$ cat config.mk
export PLATFORM = sky130hd
export DESIGN_NAME = spi_master_ctrl
export DESIGN_NICKNAME = d
export VERILOG_FILES = /design/src/rtl/spi_master_ctrl.sv
export SDC_FILE = /design/constraint.sdc
export NUM_CORES = 1
export LEC_CHECK = 0
export CAP_MARGIN = 20
export CORE_ASPECT_RATIO = 1.4
export CORE_MARGIN = 1.5
export CORE_UTILIZATION = 58
export DETAILED_ROUTE_END_ITERATION = 8
export PLACE_DENSITY = 0.92
export REMOVE_ABC_BUFFERS = 1
export SKIP_CTS_REPAIR_TIMING = 1
export SLEW_MARGIN = 30
export SYNTH_ARGS = -nofsm -noshare
export SYNTH_HDL_FRONTEND = slang
export SYNTH_SLANG_ARGS = --single-unit
$ cat constraint.sdc
create_clock -name clk -period 4.5 [get_ports clk]
set_input_delay 0.9 -clock clk [delete_from_list [all_inputs] [get_ports clk]]
set_output_delay 0.9 -clock clk [all_outputs]
set_load 0.005 [all_outputs]
$ cat src/rtl/spi_master_ctrl.sv
// ----------------------------------------------------------------------------
// spi_master_ctrl
//   SPI master, mode 0, MSB first. Each accepted start pulse runs one
//   single-byte memory transaction against an SPI memory slave: a command
//   byte {addr[6:0], rw} followed either by the write data byte or by eight
//   bits captured from MISO into rdata. sclk is derived from clk.
//
//   Frame (D = CLK_DIV, G = GAP_CYCLES, C = CS_IDLE):
//     SETUP D | CMD 16D | GAP G | DATA 16D | HOLD D | RELEASE C | FINISH 1
//   cs_pin is low from SETUP through HOLD (34D+G cycles).
//
// Ports
//   clk        in   system clock, all logic on its rising edge
//   reset_n    in   asynchronous active-low reset
//   start      in   transaction request, only looked at while idle
//   rw         in   1 = read, 0 = write (captured with start)
//   addr[6:0]  in   memory address (captured with start)
//   wdata[7:0] in   write data (captured with start)
//   busy       out  high from the cycle after start is taken until done
//   done       out  one-cycle end-of-transaction pulse
//   rdata[7:0] out  read result, updated only when a read completes
//   sclk_pin   out  SPI clock, idles low
//   cs_pin     out  chip select, active low
//   mosi_pin   out  master-out data
//   miso_pin   in   master-in data, only used during a read data byte
// ----------------------------------------------------------------------------
module spi_master_ctrl #(
   parameter int CLK_DIV    = 4,
   parameter int GAP_CYCLES = 4,
   parameter int CS_IDLE    = 2
) (
   input  logic       clk,
   input  logic       reset_n,
   input  logic       start,
   input  logic       rw,
   input  logic [6:0] addr,
   input  logic [7:0] wdata,
   output logic       busy,
   output logic       done,
   output logic [7:0] rdata,
   output logic       sclk_pin,
   output logic       cs_pin,
   output logic       mosi_pin,
   input  logic       miso_pin
);

   // One counter is shared by every state; size it for the longest phase.
   localparam int PERIOD  = 2 * CLK_DIV;
   localparam int MAX_A   = (PERIOD > GAP_CYCLES) ? PERIOD : GAP_CYCLES;
   localparam int MAX_CNT = (MAX_A > CS_IDLE) ? MAX_A : CS_IDLE;
   localparam int CW      = (MAX_CNT > 1) ? $clog2(MAX_CNT) : 1;

   localparam logic [CW-1:0] HALF      = CW'(CLK_DIV);
   localparam logic [CW-1:0] HALF_LAST = CW'(CLK_DIV - 1);
   localparam logic [CW-1:0] PER_LAST  = CW'(PERIOD - 1);
   localparam logic [CW-1:0] GAP_LAST  = CW'(GAP_CYCLES - 1);
   localparam logic [CW-1:0] REL_LAST  = CW'(CS_IDLE - 1);

   typedef enum logic [2:0] {
      S_IDLE, S_SETUP, S_CMD, S_GAP, S_DATA, S_HOLD, S_RELEASE, S_FINISH
   } state_t;

   state_t        state, state_next;
   logic [CW-1:0] cnt, cnt_next;
   logic [2:0]    bit_cnt, bit_next;

   logic [7:0]    tx, tx_next;
   logic [7:0]    rx, rx_next;
   logic          rw_lat, rw_lat_next;
   logic [7:0]    wdata_lat, wdata_lat_next;
   logic [7:0]    rdata_next;
   logic          busy_next, done_next, sclk_next, cs_next;
   logic          sclk_fall;

   // ------------------------------------------------------------------
   // State register
   // ------------------------------------------------------------------
   always_ff @(posedge clk or negedge reset_n) begin
      if (!reset_n) begin
         state   <= S_IDLE;
         cnt     <= '0;
         bit_cnt <= '0;
      end else begin
         state   <= state_next;
         cnt     <= cnt_next;
         bit_cnt <= bit_next;
      end
   end

   // ------------------------------------------------------------------
   // Next-state logic. The cycle counter and bit counter restart on every
   // state entry so no phase inherits a partial count from the previous one.
   // ------------------------------------------------------------------
   always_comb begin
      state_next = state;
      cnt_next   = cnt + CW'(1);
      bit_next   = bit_cnt;
      case (state)
         S_IDLE: begin
            cnt_next = '0;
            bit_next = '0;
            if (start) state_next = S_SETUP;
         end
         S_SETUP: begin
            if (cnt == HALF_LAST) begin
               state_next = S_CMD;
               cnt_next   = '0;
               bit_next   = '0;
            end
         end
         S_CMD, S_DATA: begin
            if (cnt == PER_LAST) begin
               cnt_next = '0;
               if (bit_cnt == 3'd7) begin
                  state_next = (state == S_CMD) ? S_GAP : S_HOLD;
                  bit_next   = '0;
               end else begin
                  bit_next = bit_cnt + 3'd1;
               end
            end
         end
         S_GAP: begin
            if (cnt == GAP_LAST) begin
               state_next = S_DATA;
               cnt_next   = '0;
               bit_next   = '0;
            end
         end
         S_HOLD: begin
            if (cnt == HALF_LAST) begin
               state_next = S_RELEASE;
               cnt_next   = '0;
            end
         end
         S_RELEASE: begin
            if (cnt == REL_LAST) begin
               state_next = S_FINISH;
               cnt_next   = '0;
            end
         end
         S_FINISH: begin
            state_next = S_IDLE;
            cnt_next   = '0;
         end
         default: begin
            state_next = S_IDLE;
            cnt_next   = '0;
            bit_next   = '0;
         end
      endcase
   end

   // ------------------------------------------------------------------
   // Output / datapath logic. Pin values are derived from where the FSM
   // will be next cycle, so every pin comes straight from a flop.
   // ------------------------------------------------------------------
   always_comb begin
      tx_next        = tx;
      rx_next        = rx;
      rw_lat_next    = rw_lat;
      wdata_lat_next = wdata_lat;
      rdata_next     = rdata;

      // Edge that takes sclk from high to low inside a bit period.
      sclk_fall = ((state == S_CMD) || (state == S_DATA)) && (cnt == HALF_LAST);

      if ((state == S_IDLE) && start) begin
         tx_next        = {addr, rw};
         rw_lat_next    = rw;
         wdata_lat_next = wdata;
         rx_next        = '0;
      end else if (sclk_fall) begin
         // MOSI only moves on a falling sclk. The last fall of the command
         // byte already presents the first data bit (0 for reads), and the
         // last fall of the data byte parks MOSI low.
         if (bit_cnt != 3'd7)
            tx_next = {tx[6:0], 1'b0};
         else if ((state == S_CMD) && !rw_lat)
            tx_next = wdata_lat;
         else
            tx_next = '0;
      end

      // MISO is taken on the same clk edge that drives sclk high.
      if ((state_next == S_DATA) && (cnt_next == '0) && rw_lat)
         rx_next = {rx[6:0], miso_pin};

      if ((state_next == S_FINISH) && rw_lat)
         rdata_next = rx;

      sclk_next = ((state_next == S_CMD) || (state_next == S_DATA)) && (cnt_next < HALF);
      cs_next   = !(state_next inside {S_SETUP, S_CMD, S_GAP, S_DATA, S_HOLD});
      busy_next = !(state_next inside {S_IDLE, S_FINISH});
      done_next = (state_next == S_FINISH);
   end

   always_ff @(posedge clk or negedge reset_n) begin
      if (!reset_n) begin
         tx        <= '0;
         rx        <= '0;
         rw_lat    <= 1'b0;
         wdata_lat <= '0;
         rdata     <= '0;
         busy      <= 1'b0;
         done      <= 1'b0;
         sclk_pin  <= 1'b0;
         cs_pin    <= 1'b1;
      end else begin
         tx        <= tx_next;
         rx        <= rx_next;
         rw_lat    <= rw_lat_next;
         wdata_lat <= wdata_lat_next;
         rdata     <= rdata_next;
         busy      <= busy_next;
         done      <= done_next;
         sclk_pin  <= sclk_next;
         cs_pin    <= cs_next;
      end
   end

   // The shift register's MSB is the MOSI flop.
   assign mosi_pin = tx[7];

endmodule

Yosys cells after proc, flatten, opt, wreduce, memory -nomap -nowiden
Cells that the tools add are included.

Register bits: 46. Bits in latches: 0. RAM bits: 0. Memory bits (read-only): 0. Input port bits: 20. Output and inout bits: 13. Word-level logic and storage cells: 83. Memories kept: 0.

Add/subtract/negate cells: 2. Multiply operators: 0. Div/mod/pow operators: 0. $lt $le $gt $ge: 1. Eq/ne operators: 20. Shift operators: 0. Multiplexer cells: 23. Bitwise logic cells: 0. Reduce and logical (&&, ||, !) cells: 25.

Operator list (count): 8-bit two-way mux (6); 3-bit two-way mux (14); 3-bit equality test (second input constant) (9); 3-bit one-hot mux with 7 select lines (1); 3-bit by 2-bit equality test with 1-bit output (second input constant) (5); 3-bit one-hot mux with 4 select lines (1); 3-bit by 1-bit equality test with 1-bit output (second input constant) (3); 3-bit zero test (3); 3-bit one-hot mux with 3 select lines (1); 1-bit logical AND (7); 3-bit by 1-bit adder with 3-bit output (second input constant) (2); 2-bit nonzero test (3); 2-bit OR reduction (3); 5-bit nonzero test (1); 1-bit zero test (3); 3-bit less-than comparator (second input constant) (1); 3-bit != test (second input constant) (1); 3-bit AND reduction (1); 3-bit nonzero test (1); 3-bit OR reduction (1); 1-bit logical OR (2); 2-bit by 1-bit != test with 1-bit output (second input constant) (1); 2-bit != test (second input constant) (1).

Logic depth before layout (Yosys ltp)
Gate-level depths: netlist (run 1).

Word-level depth: 9. Depth in mapped cells: 8. Mapped depth without buffers: 8.

Least setup slack after synthesis (run 1)
OpenSTA, ideal clock, no wires.

Path type: register -> register. From: reg cnt[0]. To: reg rx[0]. Setup time: 0.125 ns. Data arrival time: 2.044 ns. Setup slack: 2.331 ns. Cell stages (with the launch flop): 8. Period minus slack after synthesis: 2.169 ns. Cell sequence: dfrtp_1 ha_1 ha_1 and4b_2 a21oi_1 nor3_2 o2111ai_4 mux2_2.

Longest elaborated chain between the ends: 7. Elaborated cells on any way between the ends: 20. Classes of those cells: 1 x add/sub; 4 x eq/ne; 11 x mux; 4 x reduce/logical.

RTL lines: start, declared (line 64) `logic [CW-1:0] cnt, cnt_next;`; start signal, assigned (line 85) `cnt <= cnt_next;`; 3-bit by 1-bit adder with 3-bit output (tied with other cells) (line 96) `cnt_next = cnt + CW'(1);`; 3-bit two-way mux (tied with other cells) (line 136) `if (cnt == REL_LAST) begin`; 3-bit one-hot mux with 4 select lines or 3-bit one-hot mux with 7 select lines (tied branches) (line 98) `case (state)`; 3-bit zero test or 3-bit equality test (tied branches) (line 185) `if ((state_next == S_DATA) && (cnt_next == '0) && rw_lat)`; 1-bit logical AND * (2 in a row) (line 185); 8-bit two-way mux or 2-bit nonzero test (tied branches); end signal, assigned (line 210) `rx <= rx_next;`; end, declared (line 68) `logic [7:0] rx, rx_next;`.

Mark *: on every way between the ends. The rest lies on a longest branch, timed or not. A chain may end at the register's enable or synchronous reset.

Final worst setup path (run 1)
From: in start. To: reg rx[4].

Longest elaborated chain between the ends: 6. Elaborated cells on any way between the ends: 8. Classes of those cells: 1 x eq/ne; 3 x mux; 4 x reduce/logical.

RTL lines: start, declared (line 34) `input logic start,`; 3-bit two-way mux (line 102) `if (start) state_next = S_SETUP;`; 3-bit one-hot mux with 7 select lines (line 98); 3-bit equality test (line 185); 1-bit logical AND (2 in a row) (line 185); 8-bit two-way mux or 2-bit nonzero test (tied branches).

Parallel ways exist; a longest one is shown, timed or not.

==> flow_summary.yaml, run 1 <==
critical_path:
  cp-start-kind: "input port"
  cp-end-kind: "flip-flop"
  crit_family: "buffers and inverters"
  required_ns: 4.69
  worstPathMaxFanout: 33
  reg2reg_slack_ns: 2.03
  ff2ff_path_depth: 7
  crit_chain: "clkdlybuf4s50_1 > nand2b_1 > nor3_4 > buf_4 > nor4_4 > o2111ai_4 > mux2_2"
  cp.arrival_ns: 2.77
  r2r_end: "rx[4]"
  crit_slowest_cell: "clkdlybuf4s50_1"
  r2r_start: "cnt[0]"
  crit_type: "in2reg"
  path_buf_inv: 2
  slowest_delay_ns: 0.41
timing:
  slew_violations: 0
  fin_skew_ns: 0.004017
  finalSetupTns_ns: 0
  fmax_mhz: 387.1
  whs_ns: 0.4943
  tightest_slew_ns: 0.6549
  period_minus_slack_ns: 2.583
  hold_violations: 0
  setup_violations: 0
  relSlewSlack_pct: 56.10
  rsz0062_at_grt: "no"
  finalCritPeriodShare_pct: 57.41
route:
  drt-total-wl_um: 4083
  firstDrtPassIters: 4
  drt_first_iter_violations: 24
  viasPerCell: 5.608
  wire_per_inst_um: 14.96
  via_count: 1531
  drcViolationCount: 0
  ant_nets: 0
synth:
  synth_edf_count: 0
  async_flop_share_pct: 100.0
  synth_area_leader_cell: "dfrtp_1"
  yosysSeqAreaShare_pct: 49.92
  netlist-cell-type-count: 41
  synthCells: 197
  synthTopCellsByArea: "dfrtp_1 (49%), mux2_2 (15%), ha_1 (4.3%)"
  synth.top_cell.area_share_pct: 48.78
  synth_flop_cell: "dfrtp_1"
  ys_seq_elements: 46
  avgSynthCellArea_sq_um: 11.72
  syn_area_sq_um: 2308
  yosys_warnings: 0
cells_and_area:
  nFillCells: 262
  layout-drive-gt1-share_pct: 26.84
  syn_to_final_growth_pct: 17.99
  stdcell_area_sq_um: 2724
  final_common_cell: "dfrtp_1"
  final_cell_mix: "dfrtp_1 (45), mux2_2 (31), clkdlybuf4s50_1 (31)"
  final_util_pct: 72.81
  nNetsFinal: 258
  antennaDiodeCount: 0
floorplan:
  die_y_um: 77.65
  die_area_sq_um: 4373
  ioPinCount: 33
  die_width_um: 56.32
  coreArea_sq_um: 3741
  rows: 26
  initial_utilization_pct: 61.71
min_path:
  hold-path-cell-count: 1
  hp-class: "reg2reg"
  holdPathEnd: "cnt[0]"
  min-delay-start: "cnt[0]"
power:
  vdd_drop_max_mv: 0.4194
  p_leak_nw: 1.237
  p_per_area_nw_per_um2: 541.8
  power_w: 0.001476
clocking:
  numClockSinks: 46
  htreeDepth: 2
  cts_tree: "built"
  cts-root-buf: "clkbuf_8"
  clock_path_buffers: 2
  numCtsBuffers: 5
  clock_latency_ns: 0.30
  clk_pin_slew_worst_paths_ns: 0.08
run:
  maxCapViolCount: 0
placement:
  gp_congestion: 0.7605
  io_buffers: 32
  place_area_sq_um: 2633
  hpwl_um: 2825
global_route:
  grt_pass1_wl_um: 6900
  antenna_found_initial: 0
  overflow: 0
  grt_pass1_vias: 1534
  track_usage_pct: 20.37
  grt_start_max_net_pins: 47
run_status:
  status: "finished, final reports clean"
## flip-flops by register name, indices dropped and copies added, names as in the netlist
register   count
busy           1
cs_pin         1
state          3
sclk_pin       1
tx             8
done           1
rw_lat         1
rx             8
cnt            3
rdata          8
wdata_lat      8
bit_cnt        3
## report_power, final
part	total (W)	switching, W	internal, W	leakage (nW)
clock network	0.000257	0.000133	0.000124	0.0482
logic	0.000565	0.000274	0.000291	0.597
registers	0.000654	0.000114	0.000541	0.593
## metal layers
metal	vias up	share of wire [%]	GRT usage (%)
li1	745	-	-
met3	6	2.7	5.000
met5	-	0	0
met1	757	42	23.10
met4	0	1.7	8.095
met2	23	54	36.24
## cell type report
type                    count  area, sq um  area share, %
flip-flops and latches     46         1152          42.31
multi-input cells         131         1054          38.68
repair buffers             33        325.3          11.94
clock buffers               7        86.33          3.170
well taps                  42        52.55          1.929
inverters                  13        48.80          1.791
clock inverters             1        5.005         0.1837
## Yosys cell counts, types with 3 or more instances
master    count
clkbuf_1      3
nand3_1       4
o21ai_0      13
inv_1        13
nor2_1        7
dfrtp_1      45
nand2_1      13
nor2b_1       7
mux2_2       31
a21oi_1       9
and2b_2       8
ha_1          8
## worst max path at each step
stage	from	endpoint	slack, ns	cells past startpoint
after floorplan	start	rx[0]	2.10	5
after global placement	start	rx[3]	1.66	7
after detailed placement	start	rx[0]	1.62	7
after CTS	start	rx[4]	1.91	7
after global routing	start	rx[7]	1.84	7
final	start	rx[4]	1.92	7
## worst reg2reg max path, delay by kind of cell, from the launching register on
family / cells / cell delay (ns)
and+or+nand+nor: 2 / 0.39
DFF: 1 / 0.42
muxes: 1 / 0.39
AOI/OAI and AO/OA: 2 / 0.64
adders and majority gates: 2 / 0.52
## through the flow
stage | setup WS [ns] | std cells
finish | 1.917 | 273
global route | 1.840 | 273
CTS | 1.915 | 273
detailed placement | 1.615 | 265
global placement | 1.664 | 265
floorplan | 2.098 | 190
## cells by family after synthesis
family / count (synthesis) / synth area share [%]
xor+xnor: 2 / 0.7589
simple gates: 56 / 15.56
fa+ha+maj: 9 / 4.770
compound gates: 33 / 9.432
flops: 46 / 49.92
buf+inv: 20 / 4.445
mux: 31 / 15.12
(Power assumes the default switching activity.)
==> run 2, diff against run 1 <==
Settings changed: CORE_UTILIZATION 58 to 49, PLACE_DENSITY 0.92 to 0.84.
Clock period 4.5 ns to 2.1 ns, I/O delays scaled along.
==> flow_summary.yaml, run 2 (synthesis results as in run 1) <==
run_status:
  status: "finished, violations left"
  violations: "setup timing"
power:
  power_w: 0.003607
  combinationalPowerShare_pct: 44.8
  p_seq_share_pct: 38.1
  vdd_drop_max_mv: 0.7352
  p_sw_w: 0.001243
  p_per_area_nw_per_um2: 1198
  sw_frac_of_total_pct: 34.46
  power_frac_clock_pct: 17.1
  p_leak_nw: 1.368
  p_int_w: 0.002364
route:
  viasPerCell: 5.117
  drt_first_iter_violations: 56
  firstDrtPassIters: 4
  wire_per_inst_um: 14.29
  drt-total-wl_um: 4516
  via_count: 1617
  ant_nets: 0
  drcViolationCount: 0
global_route:
  gr-usage-met1_pct: 22.71
  grt_pass1_wl_um: 7210
  use_met2_pct: 31.96
  track_usage_pct: 18.75
  grt_pass1_vias: 1637
  antenna_found_initial: 0
  use_met3_pct: 4.006
  overflow: 0
  top_usage_layer: "met2"
  grt_start_max_net_pins: 47
timing:
  rsz0062_at_grt: "yes"
  fmax_mhz: 459.4
  fin_ws_ns: -0.07688
  fin_skew_ns: 0.003361
  finalCritPeriodShare_pct: 103.7
  hold_violations: 0
  tightest_slew_ns: 0.4159
  slew_violations: 0
  period_minus_slack_ns: 2.177
  setup_violations: 8
  relSlewSlack_pct: 71.88
clocking:
  htreeDepth: 2
  numCtsBuffers: 5
  numClockSinks: 46
  clk_pin_slew_worst_paths_ns: 0.08
  cts-root-buf: "clkbuf_8"
  cts_tree: "built"
  clock_path_buffers: 2
  clock_latency_ns: 0.30
critical_path:
  required_ns: 2.29
  reg2reg_slack_ns: -0.08
  cp.arrival_ns: 2.36
  crit_type: "reg2reg"
  critical_path.startpoint: "cnt[1]"
  cp-end-kind: "flip-flop"
  worstPathMaxFanout: 8
  cp-start-kind: "flip-flop"
  r2r_end: "rx[5]"
  r2r_start: "cnt[1]"
  cp-endpoint: "rx[5]"
  ff2ff_path_depth: 8
min_path:
  hp-class: "in2async"
cells_and_area:
  nFillCells: 342
  antennaDiodeCount: 0
  nNetsFinal: 281
  stdcell_area_sq_um: 3010
  final_cell_mix: "dfrtp_1 (44), clkdlybuf4s50_1 (31), mux2_2 (29), buf_4 (22)"
  final_common_cell: "dfrtp_1"
  layout-drive-gt1-share_pct: 37.40
  syn_to_final_growth_pct: 30.41
floorplan:
  die_area_sq_um: 5138
  coreArea_sq_um: 4536
  ioPinCount: 33
  die_width_um: 61.01
  die_y_um: 84.22
  rows: 29
  initial_utilization_pct: 50.90
placement:
  hpwl_um: 3139
  place_area_sq_um: 2810
  io_buffers: 32
  gp_congestion: 0.8714
run:
  maxCapViolCount: 0
run 2: metal layers:
| metal | part of all wire [%] | vias up | wire (um) |
|---|---|---|---|
| li1 | - | 792 | - |
| met3 | 2.5 | 9 | 114 |
| met1 | 40 | 794 | 1824 |
| met5 | 0 | - | 0 |
| met4 | 1.8 | 0 | 80 |
| met2 | 55 | 22 | 2496 |
run 2: worst min-delay path by stage:
stage	startpoint	end	slack, ns	cells past startpoint
after global placement	reset_n	wdata_lat[4]	0.41	2
after floorplan	reset_n	bit_cnt[0]	0.12	0
final	reset_n	wdata_lat[3]	0.09	2
after CTS	reset_n	wdata_lat[3]	0.1	2
after global routing	reset_n	wdata_lat[3]	0.1	2
after detailed placement	reset_n	wdata_lat[3]	0.42	2
run 2: final cells by class:
cell class                      instances  area, sq um  share of cell area (%)
Clock buffer                            8        110.1                   3.658
Timing Repair Buffer                   56        511.7                   17.00
Sequential cell                        46         1154                   38.32
Multi-Input combinational cell        131         1106                   36.74
Tap cell                               62        77.57                   2.577
Inverter                               13        51.30                   1.704
run 2: stage by stage:
| step | setup TNS (ns) | hold slack, ns | instances | utilization (%) | setup slack [ns] |
|---|---|---|---|---|---|
| 3_5_place_dp | -0.6776 | 0.4178 | 304 | 61.96 | -0.08653 |
| 2_1_floorplan | -0.5519 | 0.1244 | 190 | - | -0.06899 |
| 3_3_place_gp | -0.4803 | 0.4139 | 304 | 61.96 | -0.06093 |
| 4_1_cts | -0.8048 | 0.09546 | 312 | 64.39 | -0.1090 |
| 5_1_grt | -1.343 | 0.09820 | 316 | 66.37 | -0.1898 |
| 6_report | -0.4879 | 0.08604 | 316 | 66.37 | -0.07688 |
run 2: power groups by stage:
stage	Combinational (W)	Clock [W]	Sequential, W
6_report	0.00161	0.000617	0.00138
5_1_grt	0.00177	0.000673	0.00141
4_1_cts	0.00151	0.000626	0.00136
3_5_place_dp	0.00149	0	0.00137
3_3_place_gp	0.00144	0	0.00136
2_1_floorplan	0.000915	0	0.00136
run 2: worst max-delay path, stage by stage (launching register included):
cell       delay (ns)
dfrtp_1          0.39
ha_2             0.20
buf_6            0.13
ha_4             0.16
nand2_1          0.05
nor3_1           0.07
nor4_4           0.42
o2111ai_4        0.28
mux2_4           0.36
